## src/rtl/seq_serializer_pkg.sv

```systemverilog
`default_nettype none
// ============================================================================
//  Module   : seq_ser_pkg
//  Purpose  : Shared types and default parameter values for the
//             parallel-to-serial front end (seq_serializer).
//  Contents : ser_state_t     - shifter state encoding
//             SER_*_DEF       - default WIDTH / bit order / idle level
//  Revision : 1.0 - initial release
// ============================================================================
package seq_ser_pkg;

  typedef enum logic [0:0] {
    SER_IDLE  = 1'b0,
    SER_SHIFT = 1'b1
  } ser_state_t;

  localparam int unsigned SER_WIDTH_DEF     = 8;
  localparam bit          SER_MSB_FIRST_DEF = 1'b1;
  localparam bit          SER_IDLE_BIT_DEF  = 1'b1;

endpackage
`default_nettype wire

```

## src/rtl/seq_serializer_if.sv

```systemverilog
`default_nettype none
// ============================================================================
//  Module   : seq_serializer_if
//  Purpose  : Word-in / bit-out bundle of the serializer.
//  Ports    : din, din_valid   - parallel word + qualifier (producer -> DUT)
//             din_ready        - holding register can take a word
//             sout, bit_valid  - serial bit stream + qualifier
//             last             - final bit of the current word
//             busy             - word shifting or queued
//  Modports : master = producer/consumer side, slave = serializer
//  Revision : 1.0 - initial release
// ============================================================================
interface seq_serializer_if
  import seq_ser_pkg::*;
#(
  parameter int WIDTH = SER_WIDTH_DEF
);

  logic [WIDTH-1:0] din;
  logic             din_valid;
  logic             din_ready;
  logic             sout;
  logic             bit_valid;
  logic             last;
  logic             busy;

  modport master (
    output din, din_valid,
    input  din_ready, sout, bit_valid, last, busy
  );

  modport slave (
    input  din, din_valid,
    output din_ready, sout, bit_valid, last, busy
  );

endinterface
`default_nettype wire

```

## src/rtl/seq_serializer.sv

```systemverilog
`default_nettype none
// ============================================================================
//  Module   : seq_serializer
//  Purpose  : Parallel-to-serial converter feeding a bit-serial sequence
//             detector. A one-word holding register lets the next word queue
//             while the current one shifts, giving a gap-free bit stream.
//  Ports    : clk    - rising-edge clock
//             reset  - synchronous, active-high
//             bus    - seq_serializer_if.slave (din/din_valid/din_ready,
//                      sout/bit_valid/last/busy)
//  Params   : WIDTH (>= 2), MSB_FIRST (1: din[WIDTH-1] first), IDLE_BIT
//  Revision : 1.0 - initial release
// ============================================================================
module seq_serializer
  import seq_ser_pkg::*;
#(
  parameter int WIDTH     = SER_WIDTH_DEF,
  parameter bit MSB_FIRST = SER_MSB_FIRST_DEF,
  parameter bit IDLE_BIT  = SER_IDLE_BIT_DEF
) (
  input  logic             clk,
  input  logic             reset,
  seq_serializer_if.slave  bus
);

  localparam int            CW       = $clog2(WIDTH);
  localparam logic [CW-1:0] CNT_LAST = CW'(WIDTH - 1);

  ser_state_t       state_q;
  logic [WIDTH-1:0] hold_q;
  logic             hold_full_q;
  logic [WIDTH-1:0] sh_q;
  logic [CW-1:0]    cnt_q;

  logic [WIDTH-1:0] sh_d;      // shift register after one step toward the output end
  logic             sh_out;    // bit currently at the output end
  logic             accept;
  logic             shifting;

  // Output end and shift direction depend only on the bit order.
  generate
    if (MSB_FIRST) begin : g_msb_first
      assign sh_d   = {sh_q[WIDTH-2:0], 1'b0};
      assign sh_out = sh_q[WIDTH-1];
    end else begin : g_lsb_first
      assign sh_d   = {1'b0, sh_q[WIDTH-1:1]};
      assign sh_out = sh_q[0];
    end
  endgenerate

  // Ready is held low during reset so nothing is captured on the reset edge.
  assign bus.din_ready = !hold_full_q && !reset;
  assign accept        = bus.din_valid && bus.din_ready;

  // Accept (needs hold empty) and drain (needs hold full) are mutually
  // exclusive, so the two hold_full_q writes below never collide.
  always_ff @(posedge clk) begin
    if (reset) begin
      state_q     <= SER_IDLE;
      hold_q      <= '0;
      hold_full_q <= 1'b0;
      sh_q        <= '0;
      cnt_q       <= '0;
    end else begin
      if (accept) begin
        hold_q      <= bus.din;
        hold_full_q <= 1'b1;
      end

      case (state_q)
        SER_IDLE: begin
          if (hold_full_q) begin
            sh_q        <= hold_q;
            cnt_q       <= '0;
            hold_full_q <= 1'b0;
            state_q     <= SER_SHIFT;
          end
        end
        SER_SHIFT: begin
          if (cnt_q != CNT_LAST) begin
            sh_q  <= sh_d;
            cnt_q <= cnt_q + 1'b1;
          end else if (hold_full_q) begin
            // Seamless reload: first bit of the next word follows immediately.
            sh_q        <= hold_q;
            cnt_q       <= '0;
            hold_full_q <= 1'b0;
          end else begin
            cnt_q   <= '0;
            state_q <= SER_IDLE;
          end
        end
        default: state_q <= SER_IDLE;
      endcase
    end
  end

  // All outputs decode registers only.
  assign shifting      = (state_q == SER_SHIFT);
  assign bus.bit_valid = shifting;
  assign bus.sout      = shifting ? sh_out : IDLE_BIT;
  assign bus.last      = shifting && (cnt_q == CNT_LAST);
  assign bus.busy      = shifting || hold_full_q;

endmodule
`default_nettype wire

```

## src/flat_wrapper.sv

```systemverilog
// flat-port wrapper written by rule: the top's interface ports become plain ports
module seq_serializer_flat import seq_ser_pkg::*;
#(
  parameter int WIDTH     = SER_WIDTH_DEF,
  parameter bit MSB_FIRST = SER_MSB_FIRST_DEF,
  parameter bit IDLE_BIT  = SER_IDLE_BIT_DEF
)
  (clk, reset, bus_din, bus_din_valid, bus_din_ready, bus_sout, bus_bit_valid, bus_last, bus_busy);
  seq_serializer_if #(.WIDTH(WIDTH)) bus_i ();
  input  logic clk;
  input  logic reset;
  input wire logic [$bits(bus_i.din)-1:0] bus_din;
  input wire logic [$bits(bus_i.din_valid)-1:0] bus_din_valid;
  output wire logic [$bits(bus_i.din_ready)-1:0] bus_din_ready;
  output wire logic [$bits(bus_i.sout)-1:0] bus_sout;
  output wire logic [$bits(bus_i.bit_valid)-1:0] bus_bit_valid;
  output wire logic [$bits(bus_i.last)-1:0] bus_last;
  output wire logic [$bits(bus_i.busy)-1:0] bus_busy;
  assign bus_i.din = bus_din;
  assign bus_i.din_valid = bus_din_valid;
  assign bus_din_ready = bus_i.din_ready;
  assign bus_sout = bus_i.sout;
  assign bus_bit_valid = bus_i.bit_valid;
  assign bus_last = bus_i.last;
  assign bus_busy = bus_i.busy;
  seq_serializer #(.WIDTH(WIDTH), .MSB_FIRST(MSB_FIRST), .IDLE_BIT(IDLE_BIT)) u_core (.clk(clk), .reset(reset), .bus(bus_i));
endmodule
```

## config.mk

```make
export PLATFORM = sky130hd
export DESIGN_NAME = seq_serializer_flat
export DESIGN_NICKNAME = d
export VERILOG_FILES = /design/src/rtl/seq_serializer_pkg.sv /design/src/rtl/seq_serializer_if.sv /design/src/rtl/seq_serializer.sv /design/src/flat_wrapper.sv
export SDC_FILE = /design/constraint.sdc
export NUM_CORES = 1
export LEC_CHECK = 0
export CAP_MARGIN = 20
export CORE_MARGIN = 2
export CORE_UTILIZATION = 57
export CTS_BUF_LIST = sky130_fd_sc_hd__clkbuf_2
export DETAILED_ROUTE_END_ITERATION = 10
export PLACE_DENSITY = 0.92
export SYNTH_ARGS = -nofsm -noshare
export SYNTH_HDL_FRONTEND = slang
export SYNTH_SLANG_ARGS = --single-unit
```

## constraint.sdc

```tcl
create_clock -name clk -period 2 [get_ports clk]
set_input_delay 0.2 -clock clk [delete_from_list [all_inputs] [get_ports clk]]
set_output_delay 0.2 -clock clk [all_outputs]
set_load 0.01 [all_outputs]
```

Word-level counts from Yosys, hierarchy flattened
Cells that the tools add are included.
{"block": "totals", "ff_bits": 21, "input_bits": 11, "out_inout_bits": 5, "wordCells": 30}
{"block": "classes", "addsub": 1, "n_eq_ne": 3, "n_mux": 14, "n_bitwise": 1, "n_reduce_logical": 6}
{"cell": "$mux 8", "count": 2}
{"cell": "$pmux 8 s2", "count": 1}
{"cell": "$mux 1", "count": 6}
{"cell": "$mux 3", "count": 2}
{"cell": "$pmux 3 s2", "count": 1}
{"cell": "$pmux 1 s2", "count": 2}
{"cell": "$add 3x1->3 const B", "count": 1}
{"cell": "$eq 3x3->1 const B", "count": 1}
{"cell": "$logic_and 1x1->1", "count": 3}
{"cell": "$ne 3x3->1 const B", "count": 1}
{"cell": "$logic_not 1->1", "count": 2}
{"cell": "$ne 2x1->1 const B", "count": 1}
{"cell": "$logic_or 1x1->1", "count": 1}
{"cell": "$not 1->1", "count": 1}

Logic depth before layout (Yosys ltp)
{"block": "logic_depth", "depth_word": 7, "ltp_mapped": 6, "ltp_nobuf": 5}

Worst setup path after synthesis
No wires, ideal clock.
{"block": "synth_timing", "path_type": "reg-to-reg", "from": "register u_core.cnt_q[0]", "to": "register u_core.sh_q[4]", "setup_ps": 134, "arrival_time_ps": 1166, "required_time_ps": 1866, "path_slack_ps": 700, "path_stages_with_launch": 7, "n_path_buf": 1, "synth_period_minus_slack_ps": 1300, "cell_sequence": "dfxtp_1 ha_1 ha_1 nand2b_2 buf_6 nor2_1 a211oi_1"}
{"block": "synth_via", "elab_chain_len": 3}
{"element": "from (decl)", "line": "seq_serializer.sv:33", "rtl": "logic [CW-1:0] cnt_q;"}
{"element": "from (signal assigned)", "line": "seq_serializer.sv:82", "rtl": "cnt_q <= cnt_q + 1'b1;"}
{"element": "$ne 3x3->1", "line": "seq_serializer.sv:80", "rtl": "if (cnt_q != CNT_LAST) begin"}
{"element": "$mux 8", "line": "seq_serializer.sv:80"}
{"element": "$pmux 8 s2", "line": "seq_serializer.sv:70", "rtl": "case (state_q)"}
{"element": "to (signal assigned)", "line": "seq_serializer.sv:73", "rtl": "sh_q <= hold_q;"}
{"element": "to (signal assigned)", "line": "seq_serializer.sv:85", "rtl": "sh_q <= hold_q;"}
{"element": "to (decl)", "line": "seq_serializer.sv:32", "rtl": "logic [WIDTH-1:0] sh_q;"}
No other way between the ends.
A chain may end at the register's enable or synchronous reset.

Worst setup path in the final report
{"block": "layout_timing", "from": "register u_core.hold_full_q", "to": "output port bus_busy"}
{"block": "layout_via", "elab_chain_len": 1}
{"element": "from (decl)", "line": "seq_serializer.sv:31", "rtl": "logic hold_full_q;"}
{"element": "from (signal assigned)", "line": "seq_serializer.sv:61", "rtl": "hold_full_q <= 1'b0;"}
{"element": "from (signal assigned)", "line": "seq_serializer.sv:67", "rtl": "hold_full_q <= 1'b1;"}
{"element": "from (signal assigned)", "line": "seq_serializer.sv:75", "rtl": "hold_full_q <= 1'b0;"}
{"element": "$logic_or 1x1->1", "line": "seq_serializer.sv:103", "rtl": "assign bus.busy = shifting || hold_full_q;"}
{"element": "to (decl)", "line": "flat_wrapper.sv:18", "rtl": "output wire logic [$bits(bus_i.busy)-1:0] bus_busy;"}
No other way between the ends.

==> qor.csv <==
stage;metric;value;unit
power;powerDensity;718;nW/um2
placed_design;place_congestion;0.812;
worst_setup_path;crit_slowest_cell;dfxtp_1;
synth;syn-num-nets;115;
placed_design;hpwl;1160;um
placed_design;dpl_cell_area;1030;um2
clock_network;clk_path_buf_depth;2;
power;ir_drop;0.000523;V
sta;setup_tns;0;ps
detailed_routing;ant_nets;0;
worst_setup_path;crit_required;1800;ps
worst_setup_path;end_kind;output port;
detailed_routing;drcViolationCount;0;
run_status;status;finished, final reports clean;
synth;synth_top_family_by_area;simple AND/OR/NAND/NOR gates;
clock_network;clkSlewWorstSetupHoldPaths;190;ps
sta;layout_min_cycle_time;1780;ps
synth;synth_area_leaders;dfxtp_1, mux2i_1, nand2_1;
detailed_routing;routed_wirelength;1610;um
floorplanning;die-area;1940;um2
synth;synthXorXnorAreaFrac;0;%
placed_design;portBuffers;15;
clock_network;cts.sinks;21;
detailed_routing;viasPerCell;5.31;
sta;period_share;88.9;%
detailed_routing;dr.pass1.iters;4;
sta;slew_violations;0;
synth;synth.top_cell.area_share;46.0;%
synth;synth_area;913;um2
synth;synthMuxAreaShare;8.77;%
clock_network;h-tree-depth;1;
detailed_routing;drt_iter0_markers;11;
sta;rsz0062_at_grt;false;
global_routing;grt-ovfl-total;0;
worst_setup_path;critical_path.top_delay_family;buffers and inverters;
synth;avgSynthCellArea;9.04;um2
clock_network;clock_latency;320;ps
synth;yosysWarningCount;0;
final_layout;nNetsFinal;130;
floorplanning;initial_utilization;60.6;%
sta;tightest_slew;342;ps
worst_setup_path;cp-start-kind;register;
floorplanning;core_area;1510;um2
final_layout;syn2layout_area_growth;16.0;%
global_routing;antenna_found_initial;0;
job;drv_cap;0;
worst_setup_path;path_max_fanout;10;
sta;fmax;562;MHz
worst_hold_path;hold_path.class;in -> reg;
floorplanning;die_h;44.0;um
sta;relSlewSlack;77.2;%
sta;clock_skew;2.23;ps
detailed_routing;wire_per_inst;12.3;um
worst_setup_path;crit_arrival;1580;ps
synth;synth-seq-cells;21;
final_layout;final_common_cell;dfxtp_1;
synth;yosysTopAreaCell;dfxtp_1;
clock_network;post-cts-setup-buffers;0;
clock_network;post_cts_resized;0;
synth;ys_types;22;
synth;syn_inst;101;
floorplanning;die_w;44.0;um
floorplanning;num_io_pins;16;
synth;yosys.area_share.simple;20.3;%
sta;setup_viol;0;
clock_network;cts-buffers-inserted;3;
clock_network;cts_tree;yes;
global_routing;grt_max_degree;22;
synth;synth_compound_area_share;12.6;%
synth;synthAdderAreaFrac;4.11;%
worst_hold_path;min_path_cells;3;
final_layout;final_cell_mix;dfxtp_1, nand2_1, nor2_1, clkdlybuf4s50_1, a21oi_1;
worst_setup_path;reg2reg_depth;4;
worst_setup_path;crit_chain;nor2_1 -> inv_1 -> clkdlybuf4s50_1;
worst_setup_path;cp_slowest_stage_delay;560;ps
power;power_leakage;0.446;nW
final_layout;layout-drive-gt1-share;8.70;%
clock_network;clockRootBuffer;clkbuf_2;
worst_setup_path;path_buf_inv;2;
power;total_power;761;uW
clock_network;ctsHoldBuffers;0;
sta;hold_violations;0;
global_routing;grt_use_total;20.6;%
detailed_routing;vias;696;
synth;ys_seq_area_share;46.0;%
final_layout;final_area;1060;um2
floorplanning;rows;14;
global_routing;grt_pass1_vias;695;
final_layout;antenna_cells;0;
global_routing;grt_pass1_wl;2960;um
worst_setup_path;cp.depth;3;
worst_setup_path;crit_type;reg -> out;
[cell usage after synthesis]
cell      instances
or3b_1            1
mux2i_1           8
a21oi_1          11
ha_1              3
buf_12            1
nor3b_1           1
nand2_1          16
nand2b_2          1
and2_1            1
a22oi_1           1
a211oi_1          7
buf_6             3
nor3_1            1
nand3b_1          1
nor2b_1           2
buf_2             2
clkbuf_1          1
dfxtp_1          21
nor2_1           15
inv_1             1
buf_1             1
nand2b_1          2
[area by class of cell]
cell class                      count  area, um2
Tap cell                           16       20.0
Inverter                            1       3.75
Sequential cell                    21        423
Fill cell                         125        447
Multi-Input combinational cell     71        418
Timing Repair Buffer               18        175
Clock inverter                      1       5.00
Clock buffer                        3       15.0
[power breakdown]
part	internal, mW	switching [mW]	leakage (nW)	total, mW
sequential	0.446	0.0208	0.173	0.467
clock	0.0453	0.128	0.0164	0.174
combinational	0.0637	0.0565	0.257	0.120
total	0.555	0.206	0.446	0.761
[per-layer routing]
layer / part of all wire (%) / GRT usage [%]
met1: 48 / 26.6
met2: 48 / 35.6
met3: 3.0 / 2.45
met4: 1.4 / 7.27
met5: 0 / 0
[tightest hold or removal path, stage by stage]
cell and delay [ps]:
clkdlybuf4s50_1 390, nand2_1 50, a21oi_1 50
[cells by family (layout without fill, tap and decap cells)]
kind of cell    Yosys count  in the layout
flops                    21             21
buf+inv                   9             23
mux                       8              8
compound gates           19             19
simple gates             41             41
fa+ha+maj                 3              3
[through the flow]
stage                     setup WS, ps  instances  util (%)  hold slack (ps)
final                              222        131      70.3              391
after global routing              99.6        131      70.3              400
after CTS                         50.8        131      70.0              385
after detailed placement           443        127      68.7              453
after global placement             488        127      68.7              442
after floorplan                    700        101         -              273
[final timing paths]
check / startpoint / to / slack (ps)
max: u_core.hold_full_q / bus_busy / 220
min: bus_din[4] / u_core.hold_q[4] / 390
max reg2reg: u_core.cnt_q[0] / u_core.sh_q[6] / 550
min reg2reg: u_core.hold_q[4] / u_core.hold_q[4] / 470
[flip-flops by register name (all words and copies together) (netlist names)]
name	flops
u_core.cnt_q	3
u_core.hold_full_q	1
u_core.hold_q	8
u_core.bus.bit_valid	1
u_core.sh_q	8
Power figures use the tool's default switching activity.
